### src/rtl/mem_fifo_pkg.sv
// Shared constants and types for the FIFO controller in front of the 8x15 dual-port memory.
package mem_fifo_pkg;

    localparam int unsigned DATA_W = 15;
    localparam int unsigned ADDR_W = 3;
    localparam int unsigned DEPTH  = 1 << ADDR_W;

    typedef logic [ADDR_W-1:0] ptr_t;
    typedef logic [ADDR_W:0]   cnt_t;
    typedef logic [DATA_W-1:0] word_t;

endpackage

### src/rtl/mem_fifo_ptr.sv
// Wrapping memory pointer with increment enable; wraps naturally on WIDTH-bit overflow.
module mem_fifo_ptr
    import mem_fifo_pkg::*;
#(
    parameter int unsigned WIDTH = ADDR_W
) (
    input  logic             clk,
    input  logic             reset_n,
    input  logic             inc,
    output logic [WIDTH-1:0] ptr
);

    logic [WIDTH-1:0] ptr_q;
    logic [WIDTH-1:0] ptr_d;

    always_comb begin
        ptr_d = ptr_q;
        if (inc) begin
            ptr_d = ptr_q + WIDTH'(1);
        end
    end

    always_ff @(posedge clk or negedge reset_n) begin
        if (!reset_n) begin
            ptr_q <= '0;
        end else begin
            ptr_q <= ptr_d;
        end
    end

    assign ptr = ptr_q;

endmodule

### src/rtl/mem_fifo_ctrl.sv
// FIFO controller driving an external dual-port memory (write on port A, registered read on B).
// Optional almost_full/almost_empty outputs are built when MEM_FIFO_LEVELS_EN is defined.
module mem_fifo_ctrl #(
    parameter int unsigned DATA_W   = mem_fifo_pkg::DATA_W,
    parameter int unsigned ADDR_W   = mem_fifo_pkg::ADDR_W
`ifdef MEM_FIFO_LEVELS_EN
    ,
    parameter int unsigned AF_LEVEL = 6,
    parameter int unsigned AE_LEVEL = 1
`endif
) (
    input  logic              clk,
    input  logic              reset_n,
    input  logic              wr_valid,
    input  logic [DATA_W-1:0] wr_data,
    output logic              wr_ready,
    output logic              rd_valid,
    output logic [DATA_W-1:0] rd_data,
    input  logic              rd_ready,
    output logic [ADDR_W:0]   count,
    output logic              mem_enA,
    output logic [ADDR_W-1:0] mem_addrA,
    output logic [DATA_W-1:0] mem_dataA,
    output logic              mem_enB,
    output logic [ADDR_W-1:0] mem_addrB,
    output logic [DATA_W-1:0] mem_dataB,
    input  logic [DATA_W-1:0] mem_qB
`ifdef MEM_FIFO_LEVELS_EN
    ,
    output logic              almost_full,
    output logic              almost_empty
`endif
);

    localparam int unsigned DEPTH = 1 << ADDR_W;
    localparam int unsigned CNT_W = ADDR_W + 1;
    localparam logic [ADDR_W:0] CNT_FULL = CNT_W'(DEPTH);

    logic              push;
    logic              pop;
    logic [ADDR_W-1:0] wr_ptr;
    logic [ADDR_W-1:0] rd_ptr;
    logic [ADDR_W-1:0] rd_ptr_next;
    logic [ADDR_W:0]   count_q;
    logic [ADDR_W:0]   count_d;
    logic              data_ok_q;
    logic              data_ok_d;

    mem_fifo_ptr #(
        .WIDTH (ADDR_W)
    ) u_wr_ptr (
        .clk     (clk),
        .reset_n (reset_n),
        .inc     (push),
        .ptr     (wr_ptr)
    );

    mem_fifo_ptr #(
        .WIDTH (ADDR_W)
    ) u_rd_ptr (
        .clk     (clk),
        .reset_n (reset_n),
        .inc     (pop),
        .ptr     (rd_ptr)
    );

    // wr_ready depends only on registered count, never on rd_ready.
    assign wr_ready = (count_q != CNT_FULL);
    assign rd_valid = (count_q != '0) && data_ok_q;
    assign push     = wr_valid && wr_ready;
    assign pop      = rd_valid && rd_ready;

    // Address port B with the head-to-be so qB lands on it one cycle later.
    assign rd_ptr_next = pop ? (rd_ptr + ADDR_W'(1)) : rd_ptr;

    assign mem_enA   = push;
    assign mem_addrA = wr_ptr;
    assign mem_dataA = wr_data;
    assign mem_enB   = 1'b0;
    assign mem_addrB = rd_ptr_next;
    assign mem_dataB = '0;
    assign rd_data   = mem_qB;
    assign count     = count_q;

    always_comb begin
        count_d = count_q;
        unique case ({push, pop})
            2'b10:   count_d = count_q + CNT_W'(1);
            2'b01:   count_d = count_q - CNT_W'(1);
            default: count_d = count_q;
        endcase
    end

    // The memory returns old data when read and written at one address on the same edge.
    assign data_ok_d = !(push && (wr_ptr == rd_ptr_next));

    always_ff @(posedge clk or negedge reset_n) begin
        if (!reset_n) begin
            count_q   <= '0;
            data_ok_q <= 1'b0;
        end else begin
            count_q   <= count_d;
            data_ok_q <= data_ok_d;
        end
    end

`ifdef MEM_FIFO_LEVELS_EN
    logic almost_full_q;
    logic almost_empty_q;

    always_ff @(posedge clk or negedge reset_n) begin
        if (!reset_n) begin
            almost_full_q  <= 1'b0;
            almost_empty_q <= 1'b1;
        end else begin
            almost_full_q  <= (count_d >= CNT_W'(AF_LEVEL));
            almost_empty_q <= (count_d <= CNT_W'(AE_LEVEL));
        end
    end

    assign almost_full  = almost_full_q;
    assign almost_empty = almost_empty_q;
`endif

endmodule

### config.mk
export PLATFORM = sky130hd
export DESIGN_NAME = mem_fifo_ctrl
export DESIGN_NICKNAME = d
export VERILOG_FILES = /design/src/rtl/mem_fifo_pkg.sv /design/src/rtl/mem_fifo_ptr.sv /design/src/rtl/mem_fifo_ctrl.sv
export SDC_FILE = /design/constraint.sdc
export NUM_CORES = 1
export LEC_CHECK = 0
export CAP_MARGIN = 0
export CORE_MARGIN = 2
export CORE_UTILIZATION = 30
export DETAILED_ROUTE_END_ITERATION = 8
export PLACE_DENSITY = 0.79
export SETUP_SLACK_MARGIN = 0.4
export SYNTH_ARGS = -nofsm -noshare
export SYNTH_HDL_FRONTEND = slang
export SYNTH_SLANG_ARGS = --single-unit
### constraint.sdc
create_clock -name clk -period 3.2 [get_ports clk]
set_input_delay 0.64 -clock clk [delete_from_list [all_inputs] [get_ports clk]]
set_output_delay 0.64 -clock clk [all_outputs]
set_load 0.02 [all_outputs]
==> impl_metrics.py, run 1 <==
metrics = {
    "timing": {
        "timing.fmax_mhz": 380,
        "hold_slack_ns": 0.520,
        "slew_viol_final": 0,
        "maxSlewHeadroom_pct": 66.4,
        "rsz0062_at_grt": "no",
        "fin_tns_setup_ns": 0,
        "final-setup-viol-count": 0,
        "worst_slew_pin_slew_ns": 0.503,
        "min_period_over_period_pct": 82.1,
        "layout_setup_ws_ns": 0.572,
        "hold_viol": 0,
        "fin_crit_ns": 2.63,
        "skew_ns": 0.00361,
    },
    "global_routing": {
        "antenna_found_initial": 0,
        "grt_overflow": 0,
        "grt_pass1_vias": 537,
        "grt_max_degree": 12,
        "gr-usage-all-layers_pct": 8.99,
        "grt_pass1_wl_mm": 2.46,
    },
    "synth": {
        "syn_area_per_cell_um2": 9.48,
        "synth-adder-area-share_pct": 6.23,
        "ys_seq_area_share_pct": 27.4,
        "synth_xor_area_share_pct": 10.5,
        "yosys.area_share.simple_pct": 9.71,
        "synth.area.mux_share_pct": 1.12,
        "syn_area_um2": 1000,
        "yosys_register_bits": 11,
        "yosysUniqueCellTypes": 29,
        "synthCells": 106,
        "synth_compound_area_share_pct": 7.97,
        "synth_common_cells": "buf_4 (46), dfrtp_1 (11), xnor2_1 (7)",
        "yosysWarnings": 0,
        "yosysMostFrequentCell": "buf_4",
        "synth_flop_cell": "dfrtp_1",
        "synth_async_sr_flop_share_pct": 100,
        "netlist_top_cells_area": "buf_4 (34%), dfrtp_1 (27%), ha_1 (6.2%)",
        "synth_edf_count": 0,
        "synth_top_area_cell": "buf_4",
        "synth_top_family_by_area": "buffers and inverters",
        "synth.top_cell.area_share_pct": 34.4,
    },
    "clock_tree": {
        "cts_inserted_buffers": 3,
        "ctsResizeCount": 3,
        "post_cts.repair.setup_buffers": 0,
        "h-tree-depth": 1,
        "clk_pin_slew_ns": 0.07,
        "ctsHoldBuffers": 0,
        "clockBufferDepth": 2,
        "cts-root-buf": "clkbuf_4",
        "clkSinkCount": 11,
        "clock_latency_ns": 0.28,
        "cts_tree": "yes",
    },
    "layout": {
        "nets": 133,
        "layout-drive-gt1-share_pct": 11.8,
        "final_core_util_pct": 28.6,
        "diodes": 0,
        "fillCellCount": 366,
        "syn_to_final_growth_pct": -6.48,
    },
    "die": {
        "num_io_pins": 93,
        "rows": 21,
        "die_w_um": 61.9,
        "die-area_um2": 3830,
        "initial_utilization_pct": 30.6,
        "die_h_um": 61.9,
        "core_um2": 3280,
    },
    "power": {
        "cellLeakagePower_nw": 0.422,
        "ir_drop_uv": 434,
        "fin_total_pwr_mw": 1.08,
        "power_density_nw_per_um2": 1150,
    },
    "setup_path": {
        "endpoint": "mem_addrB[0]",
        "cp.arrival_ns": 1.99,
        "timing.rr.start": "count[2]$_DFFE_PN0P_",
        "worst-r2r-setup-slack_ns": 0.74,
        "rr_endpoint": "count[2]$_DFFE_PN0P_",
        "ff2ff_path_depth": 9,
        "worstSetupStartpoint": "count[2]$_DFFE_PN0P_",
        "slowest_delay_ns": 0.50,
        "cp_slowest_cell": "o41a_1",
        "critical_path.endpoint_type": "output port",
        "cp-start-kind": "register",
        "path_class": "register to output port",
        "path_max_fanout": 6,
        "path_cells": "o41a_1, and2_1, xor2_1, clkdlybuf4s15_1",
        "crit_required_ns": 2.56,
    },
    "placed_design": {
        "pre_cts_slack_ns": 0.191,
        "port_buffers": 16,
        "hpwl_mm": 1.16,
        "globalplace.congestion": 0.696,
    },
    "route": {
        "ant_nets": 0,
        "vias": 564,
        "drc_errors": 0,
        "dr.pass1.iters": 4,
        "avgRoutedWirePerCell_um": 10.7,
        "viasPerCell": 4.06,
        "totalWireLength_mm": 1.49,
        "drtIter0Drc": 2,
    },
    "flow_run": {
        "maxCapViolCount": 0,
    },
    "run_status": {
        "status": "finished, final reports clean",
    },
    "worst_hold_path": {
        "hp-class": "register to register",
    },
}
## critical path: cells and delay by family, from the launching register on
kind	cells	cell delay (ns)
flops	1	0.45
compound gates	1	0.50
xor+xnor	1	0.18
simple gates	1	0.25
buf+inv	1	0.33
## flip-flops by register name, summed over array words and instances, names as in the netlist
| name | cells |
|---|---|
| data_ok_q | 1 |
| u_rd_ptr.ptr | 3 |
| u_wr_ptr.ptr | 3 |
| count | 4 |
## report_power, final
part           internal (mW)  switching, mW  total, mW
clock network         0.0484         0.0491     0.0976
logic                  0.326          0.354      0.680
registers              0.213         0.0908      0.304
total                  0.587          0.494       1.08
## routing by layer
metal	up-vias	track usage [%]	wire length (µm)
li1	254	-	-
met1	269	10.3	616
met2	34	13.5	671
met3	7	4.76	168
met4	0	4.86	34
met5	-	0	0
## placed cells by master (no fill, tap or decap), drive strengths merged, types with 2 or more instances in the layout
master / Yosys / final
nand2: 6 / 6
a21oi: 3 / 3
nor2: 2 / 2
dfrtp: 11 / 11
o21ai: 2 / 2
clkdlybuf4s50: 0 / 12
nand3: 2 / 2
clkbuf: 0 / 5
xor2: 5 / 5
ha: 5 / 5
inv: 2 / 2
xnor2: 7 / 7
conb: 1 / 16
## worst min-delay path by stage
stage | start | endpoint | slack [ns] | cells past startpoint
CTS | count[3]$_DFFE_PN0P_ | count[3]$_DFFE_PN0P_ | 0.53 | 1
detailed placement | u_wr_ptr.ptr[2]$_DFFE_PN0P_ | u_wr_ptr.ptr[2]$_DFFE_PN0P_ | 0.52 | 1
floorplan | reset_n | count[0]$_DFFE_PN0P_ | 0.34 | 0
global placement | u_wr_ptr.ptr[2]$_DFFE_PN0P_ | u_wr_ptr.ptr[2]$_DFFE_PN0P_ | 0.51 | 1
finish | count[3]$_DFFE_PN0P_ | count[3]$_DFFE_PN0P_ | 0.52 | 1
global route | count[3]$_DFFE_PN0P_ | count[3]$_DFFE_PN0P_ | 0.55 | 1
## cell families (layout without fill, tap and decap cells)
logic type / count (synthesis) / in the layout
xor+xnor: 12 / 12
buf+inv: 50 / 22
simple gates: 16 / 16
fa+ha+maj: 5 / 5
other cells: 1 / 16
mux: 1 / 1
flops: 11 / 11
compound gates: 10 / 10
## cell type report
type / count / area, µm² / share of cell area, %
clock buffer: 4 / 26.3 / 2.80
inverter: 2 / 7.51 / 0.799
sequential: 11 / 275 / 29.3
timing repair buffer: 16 / 156 / 16.6
multi-input combinational: 60 / 417 / 44.3
tap: 46 / 57.6 / 6.13
## per-stage QoR
| stage | instances | cell area, µm² |
|---|---|---|
| after global placement | 135 | 917 |
| after global routing | 139 | 940 |
| after CTS | 139 | 940 |
| after detailed placement | 135 | 917 |
| final | 139 | 940 |
| after floorplan | 121 | 1060 |
Power figures use the tool's default switching activity.
==> inputs of run 2 (changes only) <==
clock period = 2.7 ns   (was 3.2 ns; I/O delays follow)
==> run 2 against run 1 <==
Via count is 7.6% higher. Die area did not move. Sequential power grew 9.5%. Largest cell class unchanged. Largest power group unchanged.
==> impl_metrics.py, run 2 (synthesis gave the netlist of run 1 again) <==
metrics = {
    "run_status": {
        "status": "finished, final reports clean",
    },
    "power": {
        "power_density_nw_per_um2": 1370,
        "cellLeakagePower_nw": 0.470,
        "fin_total_pwr_mw": 1.48,
        "ir_drop_uv": 350,
    },
    "setup_path": {
        "cp-start-kind": "register",
        "crit_required_ns": 2.90,
        "slowest_delay_ns": 0.49,
        "path_cells": "o41a_1, and2_4, buf_6, ha_4, nor4bb_4, a21oi_2, o32ai_2, xor2_1",
        "cp_slowest_cell": "o41a_1",
        "crit_family": "compound AO/OA/AOI/OAI gates",
        "crit_buf_inv": 1,
        "critical_path.endpoint_type": "register",
        "path_class": "register to register",
        "cp.arrival_ns": 2.52,
        "path_max_fanout": 4,
    },
    "layout": {
        "seq_area_um2": 277,
        "multi_input_area_um2": 492,
        "largest_reg_flops": 4,
        "final_common_cell": "conb_1",
        "final_cell_mix": "conb_1 (16), dfrtp_1 (10), clkdlybuf4s50_1 (10), buf_4 (10), xnor2_1 (6)",
        "nets": 142,
        "syn_to_final_growth_pct": 7.47,
        "fillCellCount": 341,
        "diodes": 0,
        "instances_no_fill": 148,
        "layout-drive-gt1-share_pct": 33.3,
        "stdcell_area_um2": 1080,
    },
    "timing": {
        "skew_ns": 0.00178,
        "min_period_over_period_pct": 86.1,
        "hold_viol": 0,
        "timing.fmax_mhz": 430,
        "worst_slew_pin_slew_ns": 0.528,
        "rsz0062_at_grt": "yes",
        "fin_crit_ns": 2.32,
        "maxSlewHeadroom_pct": 64.7,
        "slew_viol_final": 0,
        "final-setup-viol-count": 0,
        "hold_slack_ns": 0.526,
        "fin_tns_setup_ns": 0,
    },
    "route": {
        "dr.pass1.iters": 3,
        "drc_errors": 0,
        "vias": 607,
        "avgRoutedWirePerCell_um": 12.0,
        "viasPerCell": 4.10,
        "ant_nets": 0,
        "drtIter0Drc": 9,
        "totalWireLength_mm": 1.78,
    },
    "clock_tree": {
        "clockBufferDepth": 2,
        "cts-root-buf": "clkbuf_4",
        "h-tree-depth": 1,
        "cts_tree": "yes",
        "clkSinkCount": 11,
        "clk_pin_slew_ns": 0.07,
        "clock_latency_ns": 0.27,
        "cts_inserted_buffers": 3,
    },
    "global_routing": {
        "grt_pass1_wl_mm": 2.46,
        "grt_pass1_vias": 597,
        "grt_max_degree": 12,
        "grt_overflow": 0,
        "antenna_found_initial": 0,
        "gr-usage-all-layers_pct": 9.07,
    },
    "die": {
        "initial_utilization_pct": 30.6,
        "die_w_um": 61.9,
        "rows": 21,
        "die-area_um2": 3830,
        "die_h_um": 61.9,
        "num_io_pins": 93,
        "core_um2": 3280,
    },
    "flow_run": {
        "maxCapViolCount": 0,
    },
    "placed_design": {
        "port_buffers": 16,
        "placed_cells": 140,
        "globalplace.congestion": 0.749,
        "hpwl_mm": 1.22,
        "post_dp_cell_area_um2": 977,
    },
    "worst_hold_path": {
        "hp-class": "register to register",
    },
}
-- run 2: cell count changes in the layout (fill, tap and decap cells not counted), sizes merged --
cell	change
buf	+13
dlymetal6s2s	-1
dlygate4sd2	+1
clkbuf	-1
clkdlybuf4s15	-1
clkdlybuf4s50	-2
-- run 2: where the power goes --
group          switching [mW]  internal, mW
logic                   0.520         0.509
registers              0.0788         0.254
clock network          0.0602        0.0573
-- run 2: area by class of cell --
type,count,area share (%)
clock buffer,4,2.43
multi-input combinational,60,45.5
tap,46,5.33
sequential,11,25.6
timing repair buffer,25,20.4
inverter,2,0.695
-- run 2: metrics by stage --
step	util, %	setup WS [ns]
3_3_place_gp	29.8	0.108
5_1_grt	32.9	0.256
3_5_place_dp	29.8	0.0193
2_1_floorplan	-	0.277
6_report	32.9	0.376
4_1_cts	31.0	0.315
-- run 2: layer usage --
layer / track usage, % / up-vias / wire length (µm)
met5: 0 / - / 0
met3: 3.73 / 8 / 163
met1: 9.10 / 289 / 666
met4: 6.99 / 0 / 75
li1: - / 277 / -
met2: 14.9 / 33 / 874
-- run 2: path summary, 6_finish.rpt --
kind	endpoint	cells after the start	slack, ns	start
max	count[3]$_DFFE_PN0P_	8	0.38	count[0]$_DFFE_PN0P_
min	count[3]$_DFFE_PN0P_	1	0.53	count[3]$_DFFE_PN0P_
max reg2reg	count[3]$_DFFE_PN0P_	8	0.38	count[0]$_DFFE_PN0P_
min reg2reg	count[3]$_DFFE_PN0P_	1	0.53	count[3]$_DFFE_PN0P_
max in group asynchronous	count[1]$_DFFE_PN0P_	1	1.71	reset_n
min in group asynchronous	data_ok_q$_DFF_PN0_	1	0.61	reset_n
-- run 2: timing repair --
| action | 4_1_cts | 5_1_grt |
|---|---|---|
| buffers inserted | 2 | 2 |
| setup endpoints to repair | 8 | 6 |
| hold buffers | 0 | 0 |
| pin swaps | 1 | 9 |
| resized for setup | 17 | 16 |
==> inputs of run 3 (changes only) <==
TNS_END_PERCENT = 1   (was not set)
==> run 3 against run 2 <==
Critical endpoint is now mem_addrB[1]. Die area unchanged. Combinational power fell by 7%. Maximum frequency shrank 0.46%. Worst setup slack lost 0.011 ns. Critical path depth decreased by 3. Worst hold slack got worse by 0.011 ns. Final cell count up 0.68%. Clock skew rose by 0.0029 ns. Total power shrank 4.4%. Count of clock-buffer cells in the layout is the same. Sequential share of layout area grew 1.0 points.
==> impl_metrics.py, run 3 (synthesis gave the netlist of run 1 again) <==
metrics = {
    "run_status": {
        "status": "finished, final reports clean",
    },
    "route": {
        "vias": 598,
        "totalWireLength_mm": 1.71,
        "avgRoutedWirePerCell_um": 11.5,
        "ant_nets": 0,
        "drc_errors": 0,
        "drtIter0Drc": 4,
        "dr.pass1.iters": 3,
        "viasPerCell": 4.01,
    },
    "setup_path": {
        "critical_path.endpoint_type": "output port",
        "slowest_delay_ns": 0.48,
        "path_cells": "o41a_1, buf_4, a21bo_1, nand2_1, clkbuf_2",
        "crit_required_ns": 2.16,
        "path_class": "register to output port",
        "cp_slowest_cell": "o41a_1",
        "cp-start-kind": "register",
        "cp.arrival_ns": 1.79,
        "path_max_fanout": 4,
    },
    "global_routing": {
        "antenna_found_initial": 0,
        "grt_pass1_wl_mm": 2.65,
        "grt_max_degree": 12,
        "grt_pass1_vias": 565,
        "gr-usage-all-layers_pct": 9.59,
        "grt_overflow": 0,
    },
    "die": {
        "die_h_um": 61.9,
        "rows": 21,
        "die_w_um": 61.9,
        "num_io_pins": 93,
        "die-area_um2": 3830,
        "initial_utilization_pct": 30.6,
        "core_um2": 3280,
    },
    "timing": {
        "timing.fmax_mhz": 428,
        "final-setup-viol-count": 0,
        "fin_tns_setup_ns": 0,
        "rsz0062_at_grt": "yes",
        "hold_viol": 0,
        "min_period_over_period_pct": 86.5,
        "skew_ns": 0.00465,
        "fin_crit_ns": 2.33,
        "slew_viol_final": 0,
    },
    "layout": {
        "diodes": 0,
        "nets": 143,
        "final_common_cell": "conb_1",
        "final_core_util_pct": 31.6,
        "final_cell_mix": "conb_1 (16), dfrtp_1 (10), clkdlybuf4s50_1 (10), buf_4 (9), xnor2_1 (7)",
        "syn_to_final_growth_pct": 3.36,
        "layout-drive-gt1-share_pct": 29.1,
        "largest_reg_flops": 4,
    },
    "clock_tree": {
        "h-tree-depth": 1,
        "cts_inserted_buffers": 3,
        "ctsHoldBuffers": 0,
        "cts_tree": "yes",
        "clockBufferDepth": 2,
        "clk_pin_slew_ns": 0.08,
        "clkSinkCount": 11,
        "cts-root-buf": "clkbuf_4",
        "clock_latency_ns": 0.27,
    },
    "worst_hold_path": {
        "hp-class": "register to register",
    },
    "placed_design": {
        "port_buffers": 16,
        "hpwl_mm": 1.25,
        "globalplace.congestion": 0.702,
    },
    "power": {
        "ir_drop_uv": 344,
        "cellLeakagePower_nw": 0.463,
        "power_density_nw_per_um2": 1360,
    },
    "flow_run": {
        "maxCapViolCount": 0,
    },
}
## run 3: power breakdown
| group | internal (mW) | switching [mW] |
|---|---|---|
| logic | 0.462 | 0.498 |
| registers | 0.254 | 0.0824 |
| clock network | 0.0573 | 0.0593 |
| total | 0.773 | 0.640 |
## run 3: path summary, 6_finish.rpt
kind / slack [ns] / from / depth (start not counted) / end
worst max register to register: 0.37 / count[1]$_DFFE_PN0P_ / 10 / count[2]$_DFFE_PN0P_
worst min register to register: 0.51 / count[0]$_DFFE_PN0P_ / 1 / count[0]$_DFFE_PN0P_
worst min-delay path: 0.51 / count[0]$_DFFE_PN0P_ / 1 / count[0]$_DFFE_PN0P_
worst max-delay path: 0.37 / count[1]$_DFFE_PN0P_ / 5 / mem_addrB[1]
min in group asynchronous: 0.59 / reset_n / 1 / count[3]$_DFFE_PN0P_
max in group asynchronous: 1.75 / reset_n / 1 / count[1]$_DFFE_PN0P_
## run 3: cell type report
type,count,area [µm²]
clock buffer,4,26.3
tap,46,57.6
inverter,2,7.51
sequential,11,277
fill,343,2250
multi-input combinational,60,450
timing repair buffer,26,220
## run 3: per-layer routing
metal	vias up	GRT usage, %	wire, µm
li1	277	-	-
met3	6	1.86	110
met2	31	15.8	887
met5	-	0	0
met1	284	10.8	661
met4	0	7.60	50
## run 3: per-stage QoR
step	worst slack [ns]	instances	power (mW)	hold WS, ns	cell area (µm²)
2_1_floorplan	0.274	121	1.03	0.244	1090
3_3_place_gp	0.109	140	1.25	0.495	975
3_5_place_dp	0.0627	140	1.28	0.503	975
4_1_cts	0.222	144	1.38	0.513	1000
5_1_grt	0.229	149	1.54	0.541	1040
6_report	0.366	149	1.41	0.515	1040
## run 3: worst max-delay path, delay by kind of cell, from the launching register on
kind                   cells  cell delay (ns)
AOI/OAI and AO/OA          2             0.69
DFF                        1             0.40
buffers and inverters      2             0.33
and+or+nand+nor            1             0.09
## run 3: timing repair
| item | 4_1_cts | 5_1_grt |
|---|---|---|
| setup buffers | 0 | 5 |
| endpoints found under the hold margin | 0 | 0 |
| setup endpoints to repair | 8 | 8 |
| cloned | 0 | 0 |
| resized for setup | 11 | 10 |
| pin swaps | 0 | 8 |
